### config.mk
export PLATFORM = sky130hd
export DESIGN_NAME = draw_arbiter
export DESIGN_NICKNAME = d
export VERILOG_FILES = /design/src/rtl/draw_arbiter.sv
export SDC_FILE = /design/constraint.sdc
export NUM_CORES = 1
export LEC_CHECK = 0
export ABC_AREA = 1
export ABC_CLOCK_PERIOD_IN_PS = 1900
export BUFFER_PORTS_ARGS = -buffer_cell sky130_fd_sc_hd__buf_4
export CAP_MARGIN = 20
export CORE_AREA = 2 2 102 94
export DETAILED_ROUTE_END_ITERATION = 6
export DIE_AREA = 0 0 104 96
export PLACE_DENSITY = 0.91
export SLEW_MARGIN = 20
export SYNTH_ARGS = -nofsm -noshare
export SYNTH_HDL_FRONTEND = slang
export SYNTH_SLANG_ARGS = --single-unit
### constraint.sdc
create_clock -name clock -period 1.9 [get_ports clock]
set_input_delay 0 -clock clock [delete_from_list [all_inputs] [get_ports clock]]
set_output_delay 0 -clock clock [all_outputs]
set_load 0.02 [all_outputs]
### src/rtl/draw_arbiter.sv
// Round-robin arbiter for three sprite requesters (two paddles, one ball) feeding a
// single box drawer: each accepted request becomes an optional erase box plus a draw box.
module draw_arbiter #(
  parameter logic [2:0] ERASE_COLOUR = 3'b000
) (
  input  logic        clock,
  input  logic        reset_n,
  input  logic [2:0]  req_valid,
  output logic [2:0]  req_ready,
  input  logic [26:0] req_old_x,
  input  logic [26:0] req_new_x,
  input  logic [23:0] req_old_y,
  input  logic [23:0] req_new_y,
  input  logic [26:0] req_w,
  input  logic [23:0] req_h,
  input  logic [8:0]  req_colour,
  input  logic [2:0]  req_skip_erase,
  output logic        m_valid,
  input  logic        m_ready,
  output logic [8:0]  out_box_x,
  output logic [7:0]  out_box_y,
  output logic [8:0]  out_box_w,
  output logic [7:0]  out_box_h,
  output logic [2:0]  out_box_color,
  output logic [2:0]  grant,
  output logic        busy
);

  typedef enum logic [1:0] {
    IDLE  = 2'b00,
    ERASE = 2'b01,
    DRAW  = 2'b10
  } state_t;

  state_t      state_r;
  state_t      state_next_s;
  logic [1:0]  last_ptr_r;
  logic [2:0]  grant_r;
  logic [8:0]  old_x_r;
  logic [7:0]  old_y_r;
  logic [8:0]  new_x_r;
  logic [7:0]  new_y_r;
  logic [8:0]  w_r;
  logic [7:0]  h_r;
  logic [2:0]  colour_r;

  logic [1:0]  cand_s;
  logic        hit_s;
  logic        win_found_s;
  logic [1:0]  win_idx_s;
  logic        accept_s;
  logic        xfer_s;
  logic [2:0]  req_ready_s;

  logic [8:0]  sel_old_x_s;
  logic [7:0]  sel_old_y_s;
  logic [8:0]  sel_new_x_s;
  logic [7:0]  sel_new_y_s;
  logic [8:0]  sel_w_s;
  logic [7:0]  sel_h_s;
  logic [2:0]  sel_colour_s;
  logic        sel_skip_s;

  function automatic logic [1:0] inc3(input logic [1:0] idx);
    return (idx == 2'd2) ? 2'd0 : idx + 2'd1;
  endfunction

  function automatic logic [2:0] onehot3(input logic [1:0] idx);
    logic [2:0] oh;
    case (idx)
      2'd0:    oh = 3'b001;
      2'd1:    oh = 3'b010;
      2'd2:    oh = 3'b100;
      default: oh = 3'b000;
    endcase
    return oh;
  endfunction

  // Round-robin search starting just after the last served requester.
  always_comb begin
    win_found_s = 1'b0;
    win_idx_s   = 2'd0;
    hit_s       = 1'b0;
    cand_s      = inc3(last_ptr_r);
    for (int k = 0; k < 3; k++) begin
      hit_s       = !win_found_s && req_valid[cand_s];
      win_idx_s   = hit_s ? cand_s : win_idx_s;
      win_found_s = win_found_s | hit_s;
      cand_s      = inc3(cand_s);
    end
  end

  // Unpack the winner's fields from the packed request buses.
  always_comb begin
    sel_old_x_s  = 9'd0;
    sel_old_y_s  = 8'd0;
    sel_new_x_s  = 9'd0;
    sel_new_y_s  = 8'd0;
    sel_w_s      = 9'd0;
    sel_h_s      = 8'd0;
    sel_colour_s = 3'd0;
    sel_skip_s   = 1'b0;
    case (win_idx_s)
      2'd0: begin
        sel_old_x_s  = req_old_x[8:0];
        sel_old_y_s  = req_old_y[7:0];
        sel_new_x_s  = req_new_x[8:0];
        sel_new_y_s  = req_new_y[7:0];
        sel_w_s      = req_w[8:0];
        sel_h_s      = req_h[7:0];
        sel_colour_s = req_colour[2:0];
        sel_skip_s   = req_skip_erase[0];
      end
      2'd1: begin
        sel_old_x_s  = req_old_x[17:9];
        sel_old_y_s  = req_old_y[15:8];
        sel_new_x_s  = req_new_x[17:9];
        sel_new_y_s  = req_new_y[15:8];
        sel_w_s      = req_w[17:9];
        sel_h_s      = req_h[15:8];
        sel_colour_s = req_colour[5:3];
        sel_skip_s   = req_skip_erase[1];
      end
      2'd2: begin
        sel_old_x_s  = req_old_x[26:18];
        sel_old_y_s  = req_old_y[23:16];
        sel_new_x_s  = req_new_x[26:18];
        sel_new_y_s  = req_new_y[23:16];
        sel_w_s      = req_w[26:18];
        sel_h_s      = req_h[23:16];
        sel_colour_s = req_colour[8:6];
        sel_skip_s   = req_skip_erase[2];
      end
      default: begin
        sel_skip_s = 1'b0;
      end
    endcase
  end

  // Next-state logic; the accept strobe exists only while idle.
  always_comb begin
    state_next_s = state_r;
    accept_s     = 1'b0;
    req_ready_s  = 3'b000;
    xfer_s       = m_ready && (state_r != IDLE);
    case (state_r)
      IDLE: begin
        if (win_found_s) begin
          accept_s     = 1'b1;
          req_ready_s  = onehot3(win_idx_s);
          state_next_s = sel_skip_s ? DRAW : ERASE;
        end else begin
          state_next_s = IDLE;
        end
      end
      ERASE: begin
        if (xfer_s) begin
          state_next_s = DRAW;
        end else begin
          state_next_s = ERASE;
        end
      end
      DRAW: begin
        if (xfer_s) begin
          state_next_s = IDLE;
        end else begin
          state_next_s = DRAW;
        end
      end
      default: begin
        state_next_s = IDLE;
      end
    endcase
  end

  // A requester must never see an accept while the block is held in reset.
  assign req_ready = req_ready_s & {3{reset_n}};

  // State register and round-robin pointer.
  always_ff @(posedge clock or negedge reset_n) begin
    if (!reset_n) begin
      state_r    <= IDLE;
      last_ptr_r <= 2'd2;
    end else begin
      state_r <= state_next_s;
      if (accept_s) begin
        last_ptr_r <= win_idx_s;
      end
    end
  end

  // Transaction capture, so later requester activity cannot disturb it.
  always_ff @(posedge clock or negedge reset_n) begin
    if (!reset_n) begin
      old_x_r  <= 9'd0;
      old_y_r  <= 8'd0;
      new_x_r  <= 9'd0;
      new_y_r  <= 8'd0;
      w_r      <= 9'd0;
      h_r      <= 8'd0;
      colour_r <= 3'd0;
    end else if (accept_s) begin
      old_x_r  <= sel_old_x_s;
      old_y_r  <= sel_old_y_s;
      new_x_r  <= sel_new_x_s;
      new_y_r  <= sel_new_y_s;
      w_r      <= sel_w_s;
      h_r      <= sel_h_s;
      colour_r <= sel_colour_s;
    end
  end

  // Owner of the in-flight transaction; cleared once the draw box is taken.
  always_ff @(posedge clock or negedge reset_n) begin
    if (!reset_n) begin
      grant_r <= 3'b000;
    end else if (accept_s) begin
      grant_r <= onehot3(win_idx_s);
    end else if ((state_r == DRAW) && xfer_s) begin
      grant_r <= 3'b000;
    end
  end

  // Box command is a pure decode of registered state, so it holds while stalled.
  always_comb begin
    m_valid       = 1'b0;
    out_box_x     = 9'd0;
    out_box_y     = 8'd0;
    out_box_w     = 9'd0;
    out_box_h     = 8'd0;
    out_box_color = 3'd0;
    case (state_r)
      ERASE: begin
        m_valid       = 1'b1;
        out_box_x     = old_x_r;
        out_box_y     = old_y_r;
        out_box_w     = w_r;
        out_box_h     = h_r;
        out_box_color = ERASE_COLOUR;
      end
      DRAW: begin
        m_valid       = 1'b1;
        out_box_x     = new_x_r;
        out_box_y     = new_y_r;
        out_box_w     = w_r;
        out_box_h     = h_r;
        out_box_color = colour_r;
      end
      default: begin
        m_valid = 1'b0;
      end
    endcase
  end

  assign busy  = (state_r != IDLE);
  assign grant = grant_r;

endmodule

==> flow_summary.ini <==
[floorplan]
area_of_the_die_um2 = 9984
initial_utilization_pct = 44.15
top_level_ports = 216
fp.dieH_um = 96
floorplan.die.width_um = 104
core_region_area_um2 = 8919
floorplan.rows = 33

[layout]
layout_common_cells = sky130_fd_sc_hd__nand2_1 (352), sky130_fd_sc_hd__buf_4 (227), sky130_fd_sc_hd__dlygate4sd3_1 (137)
area_delta_synth_final_pct = 99.33
layout-drive-gt1-share_pct = 35.01
final_common_cell = sky130_fd_sc_hd__nand2_1
layout.core_utilization_pct = 88.01
fill_cells = 423
fin_nets = 1167
final_design_area_no_fill_um2 = 7849

[pwr]
design_power_total_mw = 11.65
vdd_drop_max_mv = 1.221
powerDensity_nw_per_um2 = 1484
p_leak_nw = 4.311

[worst_setup_path]
crit_path_start_kind = flop
worst_ep_arrival_time_ns = 2.41
path_class = flop to flop
crit_fanout = 15
worstPathRequired_ns = 2.12
worst_setup_path_end_kind = flop
ff2ff_setup_slack_ns = -0.29

[status]
run_status = finished, violations left
violations = design-rule violations, negative hold slack, negative setup slack

[flow_run]
drv_cap = 0

[synthesis]
ys_seq_elements = 61
yosys_warnings = 0
number_of_distinct_library_cell_variants_in_the_gate_level_netlist_after_synthesis = 22
post_synth_inst_count = 638
synth.avg_cell_area_um2 = 6.172
synth_fp_nets = 813
synth_seq_area_share_pct = 38.80
synth_area_um2 = 3938

[clocking]
cts.sink_count = 61
clkTransAtPathRegs_ns = 0.08
tritoncts = done
ctsHtreeMaxLevel = 3
cts.root.buffer_cell = sky130_fd_sc_hd__clkbuf_8
ctsLongestPathBuffers = 2
numCtsBuffers = 9
insertion_delay_ns = 0.34

[place]
place_congestion = 0.8306
placed_area_um2 = 5715
number_of_i_o_port_buffers = 215
post-place-ws_ns = -0.01016
detailed_place_hpwl_mm = 9.519

[sta]
maxClockFrequency_mhz = 456.5
final_min_period_over_clock_period_pct = 115.3
slew_viol_final = 0
fin_worst_hold_slack_ns = -0.009819
report.final.setup_viol = 59
fin_crit_ns = 2.191
rsz_0062_raised_after_global_routing = true
finalWorstSetupSlack_ns = -0.2907
timing.clock.skew_ns = 0.01518
final-hold-violation-count = 1
worst_rel_slew_slack_pct = 62.29
transition_at_the_pin_with_the_smallest_max_transition_slack_ns = 0.5597

[route]
detail_route.wl_per_cell_um = 19.81
drc_errors = 30
drtPass1Iterations = 7
routed_via_density = 5.596
antenna_violating_nets_post_route = 0
vias = 6268
routed_wl_mm = 22.19
drtIter0Drc = 685

[global_routing]
maximum_number_of_pins_on_one_net_before_global_route_repair = 35
grt_antenna_before_repair = 0
grt-ovfl-total = 0
globalRouteTotalUtil_pct = 37.09
grt_first_pass_wirelength_mm = 29.27
grt_pass1_vias = 6105

[hold_path]
min-delay-path-class = input pin to flop
[final timing paths]
kind / from / endpoint / depth (start not counted)
worst max-delay path: last_ptr_r[1] / new_x_r[7] / 13
worst min-delay path: req_old_x[3] / old_x_r[3] / 5
worst max register to register: last_ptr_r[1] / new_x_r[7] / 13
worst min register to register: old_x_r[5] / old_x_r[5] / 2
max in group asynchronous: reset_n / last_ptr_r[0] / 3
min in group asynchronous: reset_n / grant[2] / 2
[registers in the layout, indices dropped and copies added, names as in the netlist]
signal      cells
colour_r        3
grant           3
h_r             8
last_ptr_r      2
new_x_r         9
new_y_r         8
old_x_r         9
old_y_r         8
state_r         2
w_r             9
[metal layers]
layer / track usage (%) / wire (um)
met3: 10.29 / 2238
met1: 39.23 / 7697
met4: 23.87 / 1584
met5: 0 / 0
met2: 66.45 / 10670
[layout make-up]
cell class	instances	area (um2)	share of cell area, %
timing repair buffer	380	3387	43.15
multi-input combinational	501	2432	30.99
sequential	61	1529	19.48
inverter	39	153.9	1.961
tap	122	152.6	1.945
clock buffer	11	141.4	1.801
clock inverter	5	50.05	0.6377
antenna	1	2.502	0.03188
[cell families after synthesis]
family	synth area share (%)
DFF	38.80
buffers and inverters	8.834
adders and majority gates	1.271
AOI/OAI and AO/OA	4.417
and+or+nand+nor	46.68
[power breakdown]
group          total, mW  internal (mW)  leakage [nW]  switching (mW)
Clock               1.16          0.634         0.103           0.527
Sequential          2.37           1.95         0.757           0.421
Combinational       8.12           3.14          3.45            4.98
[per-stage QoR]
stage / TNS, ns / cells / hold slack, ns
floorplan: 0 / 638 / -0.2956
global placement: 0 / 953 / -0.06006
detailed placement: -0.01016 / 953 / -0.05774
CTS: -2.459 / 1110 / 0.001546
global route: -18.35 / 1119 / 0.007036
finish: -10.39 / 1120 / -0.009819
[critical path: stages, from the launching register on]
cell and delay [ns]:
sky130_fd_sc_hd__dfstp_2 0.65, sky130_fd_sc_hd__nor2_4 0.07, sky130_fd_sc_hd__nand2_2 0.09, sky130_fd_sc_hd__nand2_1 0.05
sky130_fd_sc_hd__nor2_1 0.11, sky130_fd_sc_hd__nand4_1 0.19, sky130_fd_sc_hd__nand2_4 0.16, sky130_fd_sc_hd__nor2_4 0.05
sky130_fd_sc_hd__buf_6 0.14, sky130_fd_sc_hd__buf_16 0.16, sky130_fd_sc_hd__nand2_2 0.07, sky130_fd_sc_hd__nand3_1 0.13
sky130_fd_sc_hd__nand2_1 0.12, sky130_fd_sc_hd__nand2_1 0.06
[cell usage after synthesis, drive strengths merged]
| cell type | n | area share (%) |
|---|---|---|
| a21oi | 20 | 2.5 |
| a22oi | 5 | 0.95 |
| buf | 23 | 3.8 |
| clkbuf | 14 | 1.3 |
| clkinv | 2 | 0.19 |
| dfrtp | 60 | 38 |
| dfstp | 1 | 0.67 |
| ha | 4 | 1.3 |
| inv | 37 | 3.5 |
| nand2 | 396 | 38 |
| nand3 | 57 | 7.2 |
| nand4 | 3 | 0.48 |
| nor2 | 8 | 0.89 |
| nor3 | 1 | 0.25 |
| o21ai | 6 | 0.76 |
| o22ai | 1 | 0.16 |
[timing repair]
action                                 4_1_cts  5_1_grt
gates cloned                                 2        3
pin swaps                                    3       12
hold buffers                               134        3
setup buffers                                5        5
gates resized for setup                      8      103
endpoints found under the hold margin       80        2
setup endpoints to repair                    4       68
Note: power is estimated with default switching activity, not from simulation.
